==> src/rtl/argon_regfile_mp_if.sv <==
// argon_regfile_mp_if: read, write and reservation bus of the Argon register file
interface argon_regfile_mp_if #(
  parameter int INDEXWIDTH = 4,
  parameter int DATAWIDTH  = 16,
  parameter int READPORTS  = 3
);
  logic                          i_writeEnA;
  logic [INDEXWIDTH-1:0]         i_selectWA;
  logic [DATAWIDTH-1:0]          i_wdataA;
  logic                          i_writeEnB;
  logic [INDEXWIDTH-1:0]         i_selectWB;
  logic [DATAWIDTH-1:0]          i_wdataB;
  logic [READPORTS*INDEXWIDTH-1:0] i_selectR;
  logic [READPORTS*DATAWIDTH-1:0]  o_rdata;
  logic [READPORTS-1:0]          o_busy;
  logic                          i_reserveEn;
  logic [INDEXWIDTH-1:0]         i_selectRsv;
  logic                          o_reserveOk;
  modport master (
    output i_writeEnA, i_selectWA, i_wdataA, i_writeEnB, i_selectWB, i_wdataB,
           i_selectR, i_reserveEn, i_selectRsv,
    input  o_rdata, o_busy, o_reserveOk
  );
  modport slave (
    input  i_writeEnA, i_selectWA, i_wdataA, i_writeEnB, i_selectWB, i_wdataB,
           i_selectR, i_reserveEn, i_selectRsv,
    output o_rdata, o_busy, o_reserveOk
  );
endinterface

==> src/rtl/argon_regfile_mp.sv <==
// argon_regfile_mp: multi-port register file with busy scoreboard; ARGON_RF_BYPASS_EN enables write-through forwarding
module argon_regfile_mp #(
  parameter int REGISTERS  = 16,
  parameter int INDEXWIDTH = 4,
  parameter int DATAWIDTH  = 16,
  parameter int READPORTS  = 3
) (
  input logic               i_clk,
  input logic               i_reset_n,
  argon_regfile_mp_if.slave bus
);
  localparam logic [INDEXWIDTH:0] NREG = REGISTERS[INDEXWIDTH:0];
  logic [DATAWIDTH-1:0] regs [REGISTERS];
  logic [REGISTERS-1:0] busy, busy_next;
  logic wa_ok, wb_ok, rsv_range, rsv_busy, rsv_clr, rsv_set;
  logic [INDEXWIDTH-1:0] rsv_idx;
  // writes only land on real, nonzero registers and never while reset is held
  assign wa_ok = i_reset_n && bus.i_writeEnA && bus.i_selectWA != '0 && {1'b0, bus.i_selectWA} < NREG;
  assign wb_ok = i_reset_n && bus.i_writeEnB && bus.i_selectWB != '0 && {1'b0, bus.i_selectWB} < NREG;
  assign rsv_idx = bus.i_selectRsv;
  assign rsv_range = {1'b0, rsv_idx} < NREG;
  assign rsv_busy = rsv_range && busy[rsv_idx];
`ifdef ARGON_RF_BYPASS_EN
  assign rsv_clr = (wa_ok && bus.i_selectWA == rsv_idx) || (wb_ok && bus.i_selectWB == rsv_idx);
`else
  assign rsv_clr = 1'b0;
`endif
  assign bus.o_reserveOk = i_reset_n && bus.i_reserveEn && rsv_range && !(rsv_busy && !rsv_clr);
  assign rsv_set = bus.o_reserveOk && rsv_idx != '0;
  for (genvar k = 0; k < READPORTS; k++) begin : g_rd
    logic [INDEXWIDTH-1:0] idx;
    logic live;
    assign idx = bus.i_selectR[k*INDEXWIDTH +: INDEXWIDTH];
    assign live = idx != '0 && {1'b0, idx} < NREG;
`ifdef ARGON_RF_BYPASS_EN
    logic hit_a, hit_b;
    assign hit_a = wa_ok && bus.i_selectWA == idx;
    assign hit_b = wb_ok && bus.i_selectWB == idx;
    assign bus.o_rdata[k*DATAWIDTH +: DATAWIDTH] = hit_b ? bus.i_wdataB : hit_a ? bus.i_wdataA : live ? regs[idx] : '0;
    assign bus.o_busy[k] = live && busy[idx] && !(hit_a || hit_b);
`else
    assign bus.o_rdata[k*DATAWIDTH +: DATAWIDTH] = live ? regs[idx] : '0;
    assign bus.o_busy[k] = live && busy[idx];
`endif
  end
  // a reservation set overrides a same-cycle writeback clear; r0 never busy
  always_comb begin
    busy_next = '0;
    for (int r = 1; r < REGISTERS; r++)
      busy_next[r] = (rsv_set && rsv_idx == r[INDEXWIDTH-1:0]) ? 1'b1 :
                     ((wa_ok && bus.i_selectWA == r[INDEXWIDTH-1:0]) ||
                      (wb_ok && bus.i_selectWB == r[INDEXWIDTH-1:0])) ? 1'b0 : busy[r];
  end
  // register storage and scoreboard; port B is applied last so it wins on a shared index
  always_ff @(posedge i_clk or negedge i_reset_n) begin
    if (!i_reset_n) begin
      regs <= '{default: '0};
      busy <= '0;
    end else begin
      if (wa_ok) regs[bus.i_selectWA] <= bus.i_wdataA;
      if (wb_ok) regs[bus.i_selectWB] <= bus.i_wdataB;
      busy <= busy_next;
    end
  end
endmodule

==> src/flat_wrapper.sv <==
// flat-port wrapper written by rule: the top's interface ports become plain ports
module argon_regfile_mp_flat 
#(
  parameter int REGISTERS  = 16,
  parameter int INDEXWIDTH = 4,
  parameter int DATAWIDTH  = 16,
  parameter int READPORTS  = 3
)
  (i_clk, i_reset_n, bus_i_writeEnA, bus_i_selectWA, bus_i_wdataA, bus_i_writeEnB, bus_i_selectWB, bus_i_wdataB, bus_i_selectR, bus_i_reserveEn, bus_i_selectRsv, bus_o_rdata, bus_o_busy, bus_o_reserveOk);
  argon_regfile_mp_if #(.INDEXWIDTH(INDEXWIDTH), .DATAWIDTH(DATAWIDTH), .READPORTS(READPORTS)) bus_i ();
  input logic i_clk;
  input logic i_reset_n;
  input wire logic [$bits(bus_i.i_writeEnA)-1:0] bus_i_writeEnA;
  input wire logic [$bits(bus_i.i_selectWA)-1:0] bus_i_selectWA;
  input wire logic [$bits(bus_i.i_wdataA)-1:0] bus_i_wdataA;
  input wire logic [$bits(bus_i.i_writeEnB)-1:0] bus_i_writeEnB;
  input wire logic [$bits(bus_i.i_selectWB)-1:0] bus_i_selectWB;
  input wire logic [$bits(bus_i.i_wdataB)-1:0] bus_i_wdataB;
  input wire logic [$bits(bus_i.i_selectR)-1:0] bus_i_selectR;
  input wire logic [$bits(bus_i.i_reserveEn)-1:0] bus_i_reserveEn;
  input wire logic [$bits(bus_i.i_selectRsv)-1:0] bus_i_selectRsv;
  output wire logic [$bits(bus_i.o_rdata)-1:0] bus_o_rdata;
  output wire logic [$bits(bus_i.o_busy)-1:0] bus_o_busy;
  output wire logic [$bits(bus_i.o_reserveOk)-1:0] bus_o_reserveOk;
  assign bus_i.i_writeEnA = bus_i_writeEnA;
  assign bus_i.i_selectWA = bus_i_selectWA;
  assign bus_i.i_wdataA = bus_i_wdataA;
  assign bus_i.i_writeEnB = bus_i_writeEnB;
  assign bus_i.i_selectWB = bus_i_selectWB;
  assign bus_i.i_wdataB = bus_i_wdataB;
  assign bus_i.i_selectR = bus_i_selectR;
  assign bus_i.i_reserveEn = bus_i_reserveEn;
  assign bus_i.i_selectRsv = bus_i_selectRsv;
  assign bus_o_rdata = bus_i.o_rdata;
  assign bus_o_busy = bus_i.o_busy;
  assign bus_o_reserveOk = bus_i.o_reserveOk;
  argon_regfile_mp #(.REGISTERS(REGISTERS), .INDEXWIDTH(INDEXWIDTH), .DATAWIDTH(DATAWIDTH), .READPORTS(READPORTS)) u_core (.i_clk(i_clk), .i_reset_n(i_reset_n), .bus(bus_i));
endmodule
==> config.mk <==
export PLATFORM = sky130hd
export DESIGN_NAME = argon_regfile_mp_flat
export DESIGN_NICKNAME = d
export VERILOG_FILES = /design/src/rtl/argon_regfile_mp_if.sv /design/src/rtl/argon_regfile_mp.sv /design/src/flat_wrapper.sv
export SDC_FILE = /design/constraint.sdc
export NUM_CORES = 1
export LEC_CHECK = 0
export BUFFER_PORTS_ARGS = -buffer_cell sky130_fd_sc_hd__buf_2
export CORE_UTILIZATION = 35
export CTS_BUF_LIST = sky130_fd_sc_hd__clkbuf_2
export CTS_CLUSTER_SIZE = 14
export DETAILED_ROUTE_END_ITERATION = 8
export SLEW_MARGIN = 10
export SYNTH_ARGS = -nofsm -noshare
export SYNTH_HDL_FRONTEND = slang
export SYNTH_SLANG_ARGS = --single-unit
==> constraint.sdc <==
create_clock -name i_clk -period 2.48 [get_ports i_clk]
set_input_delay 0.496 -clock i_clk [delete_from_list [all_inputs] [get_ports i_clk]]
set_output_delay 0.496 -clock i_clk [all_outputs]
set_load 0.1 [all_outputs]
# Word level (Yosys, flattened, before mapping)
# Cells that the tools add are included.
[word_totals]
register_bits = 271
wordCells = 244
[classes]
eq_ne = 45
muxes = 58
n_bitwise = 5
reduce_logical = 94
n_lt_le_gt_ge = 11
[ops]
columns = ["op", "n"]
rows = [
  ["$bwmux 256", 2],
  ["$mux 256", 2],
  ["$bmux 16 s4", 3],
  ["$mux 16", 11],
  ["$demux 16 s4", 2],
  ["$eq 4x4->1 const B", 24],
  ["$logic_and 1x1->1", 57],
  ["$eq 4x3->1 const B", 12],
  ["$mux 1", 34],
  ["$reduce_bool 2->1", 15],
  ["$ge 5x5->1 const B", 5],
  ["$not 4->5", 5],
  ["$eq 4x2->1 const B", 6],
  ["$reduce_bool 4->1", 6],
  ["$lt 4x5->1 const B", 4],
  ["$bmux 1 s4", 4],
  ["$logic_or 1x1->1", 15],
  ["$eq 4x1->1 const B", 3],
  ["$lt 5x1->1 const B", 2],
  ["$logic_not 1->1", 1],
]

# Depth between registers and ports, before layout
[depth]
word_depth = 9
ltp_mapped = 7
mapped_depth_nobuf = 4

# Worst setup path after synthesis
# No wires, ideal clock.
[synth_timing]
path_kind = "input port to output port"
from = "input bus_i_selectR[8]"
to = "output bus_o_busy[2]"
t_arrival_ps = 3708
stages = 5
slack_ps = -1724
path_buffers = 3
path_cell_list = "clkbuf_1 -> buf_4 -> buf_2 -> mux4_2 -> o21ai_0"
[synth_between]
elab_chain_cells = 3
word_cells_on_any_way = 4
cone_classes = "mux: 2; reduce/logical: 2"
[synth_lines]
columns = ["item", "line_no", "text"]
rows = [
  ["start: declaration", "flat_wrapper.sv:19", "input wire logic [$bits(bus_i.i_selectR)-1:0] bus_i_selectR;"],
  ["$bmux 1 s4", "argon_regfile_mp.sv:43", "assign bus.o_busy[k] = live && busy[idx];"],
  ["$mux 1 (implied by the code)", "argon_regfile_mp.sv:43", ""],
  ["$logic_and 1x1->1 (*)", "argon_regfile_mp.sv:43", ""],
  ["end: declaration", "flat_wrapper.sv:23", "output wire logic [$bits(bus_i.o_busy)-1:0] bus_o_busy;"],
]
# Mark *: on every way between the ends. The rest lies on a longest branch, timed or not. The select of a mux whose other input is x is not followed.

# Final worst setup path
[layout_timing]
from = "register u_core.regs[178] (netlist name)"
to = "output bus_o_rdata[18]"
[layout_between]
elab_chain_cells = 4
[layout_lines]
columns = ["item", "line_no", "text"]
rows = [
  ["start: declaration", "argon_regfile_mp.sv:13", "logic [DATAWIDTH-1:0] regs [REGISTERS];"],
  ["start signal: indexed assignment", "argon_regfile_mp.sv:60", "if (wa_ok) regs[bus.i_selectWA] <= bus.i_wdataA;"],
  ["start signal: indexed assignment", "argon_regfile_mp.sv:61", "if (wb_ok) regs[bus.i_selectWB] <= bus.i_wdataB;"],
  ["$bmux 16 s4", "argon_regfile_mp.sv:42", "assign bus.o_rdata[k*DATAWIDTH +: DATAWIDTH] = live ? regs[idx] : '0;"],
  ["$mux 16 (implied by the code) (2 in a row)", "argon_regfile_mp.sv:42", ""],
  ["$mux 16", "argon_regfile_mp.sv:42", ""],
  ["end: declaration", "flat_wrapper.sv:22", "output wire logic [$bits(bus_i.o_rdata)-1:0] bus_o_rdata;"],
]
# No other way between the ends. The select of a mux whose other input is x is not followed.

==> out/metrics.cfg <==
[die]
io_pins = 113
die-height_um = 232
core_area_um2 = 51800
rows = 83
start_util = 0.358
dieArea_um2 = 53900
die_w_um = 232

[timing]
tns_ps = -30150
drv_slew = 0
slew_headroom = 0.177
rsz0062_at_grt = yes
post-route-period-util = 1.31
fin_ws_ps = -774
timing.hold.ws_ps = 50.1
hold_violations = 0
tightest_slew_ps = 1230
setup_viol = 52
finalClockSkew_ps = 3.26
finalCriticalPeriod_ps = 3250
fmax_mhz = 307

[setup_path]
cp-startpoint = u_core.regs[178]$_DFF_PN0_
worstPathArrival_ps = 2760
critPathMaxFanout = 4
cp-start-kind = flip-flop
required_ps = 1980
rr_startpoint = u_core.busy[1]$_DFFE_PN0P_
crit_type = flip-flop to output pin
end_kind = output pin

[route]
firstDrtPassIters = 6
vias = 19800
drt_iter0_drc = 2586
drtAntennaViolNets = 0
avgRoutedWirePerCell_um = 27.9
vias_per_cell = 6.36
drt_wl_total_um = 86800
drc = 0

[yosys]
synth_top_area_share = 0.363
ys.flop_type = dfrtp_1
ys_ff_latch = 269
yosys_warnings = 0
synth_nets = 2149
yosys-top-cells-count = nand2_1 (543), nor2_1 (282), dfrtp_1 (269), a31oi_1 (247), mux4_2 (134)
syn_area_um2 = 18500
ys_seq_area_frac = 0.363
yosysTopAreaCell = dfrtp_1
synthDistinctLibCells = 56
yosysMostFrequentCell = nand2_1
syn_avg_cell_area_um2 = 8.88
async_flop_share = 1.00
synth_enable_flop_cells = 0
synth_cells = 2088
ys_top_cells_by_area = dfrtp_1 (36%), mux4_2 (16%), nand2_1 (11%)

[final_layout]
syn2layout_area_growth_pct = 33.0
stdcell_count = 3113
drive_gt1_frac = 0.353
fillerInstances = 4772
fin_nets = 2444
fin_util = 0.476
fin_area_um2 = 24600

[placed_design]
routabilityCongestion = 1.02
post-place-ws_ps = -199
dpl_cell_area_um2 = 22400
placed_cells = 2881
port_buffers = 112
hpwl_um = 60300

[global_route]
grt_use_total = 0.325
grt_pass1_vias = 19100
grt_pass1_wl_um = 128000
grt_start_max_net_pins = 155
antenna_found_initial = 3
grt_remaining_overflow = 0

[clock_tree]
path_clk_slew_ps = 120
clkSinkCount = 269
cts-root-buf = clkbuf_2
cts.path.max_buffers = 3
ctsHtreeMaxLevel = 3
cts_tree = yes
clock_latency_ps = 1030
cts_buffers = 77

[worst_hold_path]
hp-class = primary input to flip-flop
hold_start = bus_i_selectWB[0]

[pwr]
powerDensity_nw_per_um2 = 780
total_power_mw = 19.2
leakage_nw = 10.5
worst_ir_drop_vdd_mv = 0.297

[status]
status = finished, violations left
violations = negative setup slack

[run]
drv_cap = 0

==> cells in the final DEF (no fill, tap or decap), types with 9 or more instances in the layout <==
master | synthesis | final
nand3_1 | 25 | 21
buf_12 | 0 | 88
dlygate4sd3_1 | 0 | 57
buf_4 | 8 | 210
a222oi_1 | 9 | 9
nor2_1 | 282 | 267
a22o_1 | 9 | 9
mux2_2 | 33 | 31
o22ai_2 | 0 | 10
clkbuf_2 | 0 | 102
clkinv_1 | 1 | 19
a31oi_1 | 247 | 246
mux4_2 | 134 | 134
dfrtp_2 | 0 | 62
buf_2 | 68 | 54
dfrtp_1 | 269 | 207
buf_6 | 1 | 17
a22oi_2 | 0 | 19
o21ai_4 | 0 | 20
mux2i_1 | 74 | 74
nor2_4 | 0 | 10
nor3_4 | 3 | 21
a221oi_1 | 21 | 13
a22oi_1 | 32 | 13
nand2_1 | 543 | 540
nor2b_1 | 19 | 16
a221o_1 | 14 | 11
nor2_2 | 12 | 17
==> registers in the layout, indices dropped and copies added, names as in the netlist <==
name         cells
u_core.busy     15
u_core.regs    254
==> layout make-up <==
class	count	area, µm²	area share
diodes	2	5.00	0.000203
well taps	680	851	0.0345
clock buffers	102	510	0.0207
multi-input cells	1600	11900	0.482
inverters	8	30.0	0.00122
clock inverters	25	180	0.00731
flip-flops and latches	269	6810	0.276
repair buffers	427	4390	0.178
==> metal layers <==
metal	part of all wire	track usage
met5	0.00013	0
met2	0.42	0.456
met4	0.053	0.174
met1	0.38	0.438
met3	0.15	0.111
==> path summary, 6_finish.rpt <==
check | end | slack, ps | cells past startpoint
worst max-delay path | bus_o_rdata[18] | -770 | 5
worst min-delay path | u_core.regs[64]$_DFF_PN0_ | 50 | 4
worst max register to register | u_core.busy[2]$_DFFE_PN0P_ | 610 | 3
worst min register to register | u_core.regs[250]$_DFF_PN0_ | 390 | 0
max in group asynchronous | u_core.regs[91]$_DFF_PN0_ | 160 | 4
min in group asynchronous | u_core.busy[10]$_DFFE_PN0P_ | 850 | 3
==> logic make-up (layout without fill, tap and decap cells) <==
group	Yosys count	count (layout)	share of synthesized area
other	0	2	0
and+or+nand+nor	940	940	0.209
AOI/OAI and AO/OA	419	419	0.154
muxes	241	241	0.223
DFF	269	269	0.363
buffers and inverters	219	562	0.0510
==> timing repair <==
| action | CTS | global route |
|---|---|---|
| hold buffers | 57 | 0 |
| endpoints found under the hold margin | 524 | 0 |
| pin swaps | 39 | 9 |
| resized for setup | 120 | 50 |
| setup endpoints to repair | 52 | 80 |
| buffers inserted | 32 | 14 |
==> worst max-delay path, stage by stage (launching register included) <==
cell and delay [ps]:
dfrtp_1 450, mux4_2 500, a22oi_2 320, buf_4 190, o21ai_4 70, buf_12 170
==> power breakdown <==
part	switching, mW	internal (mW)
Combinational	4.38	3.93
Clock	2.12	1.42
Sequential	1.84	5.54
(Power assumes the default switching activity.)
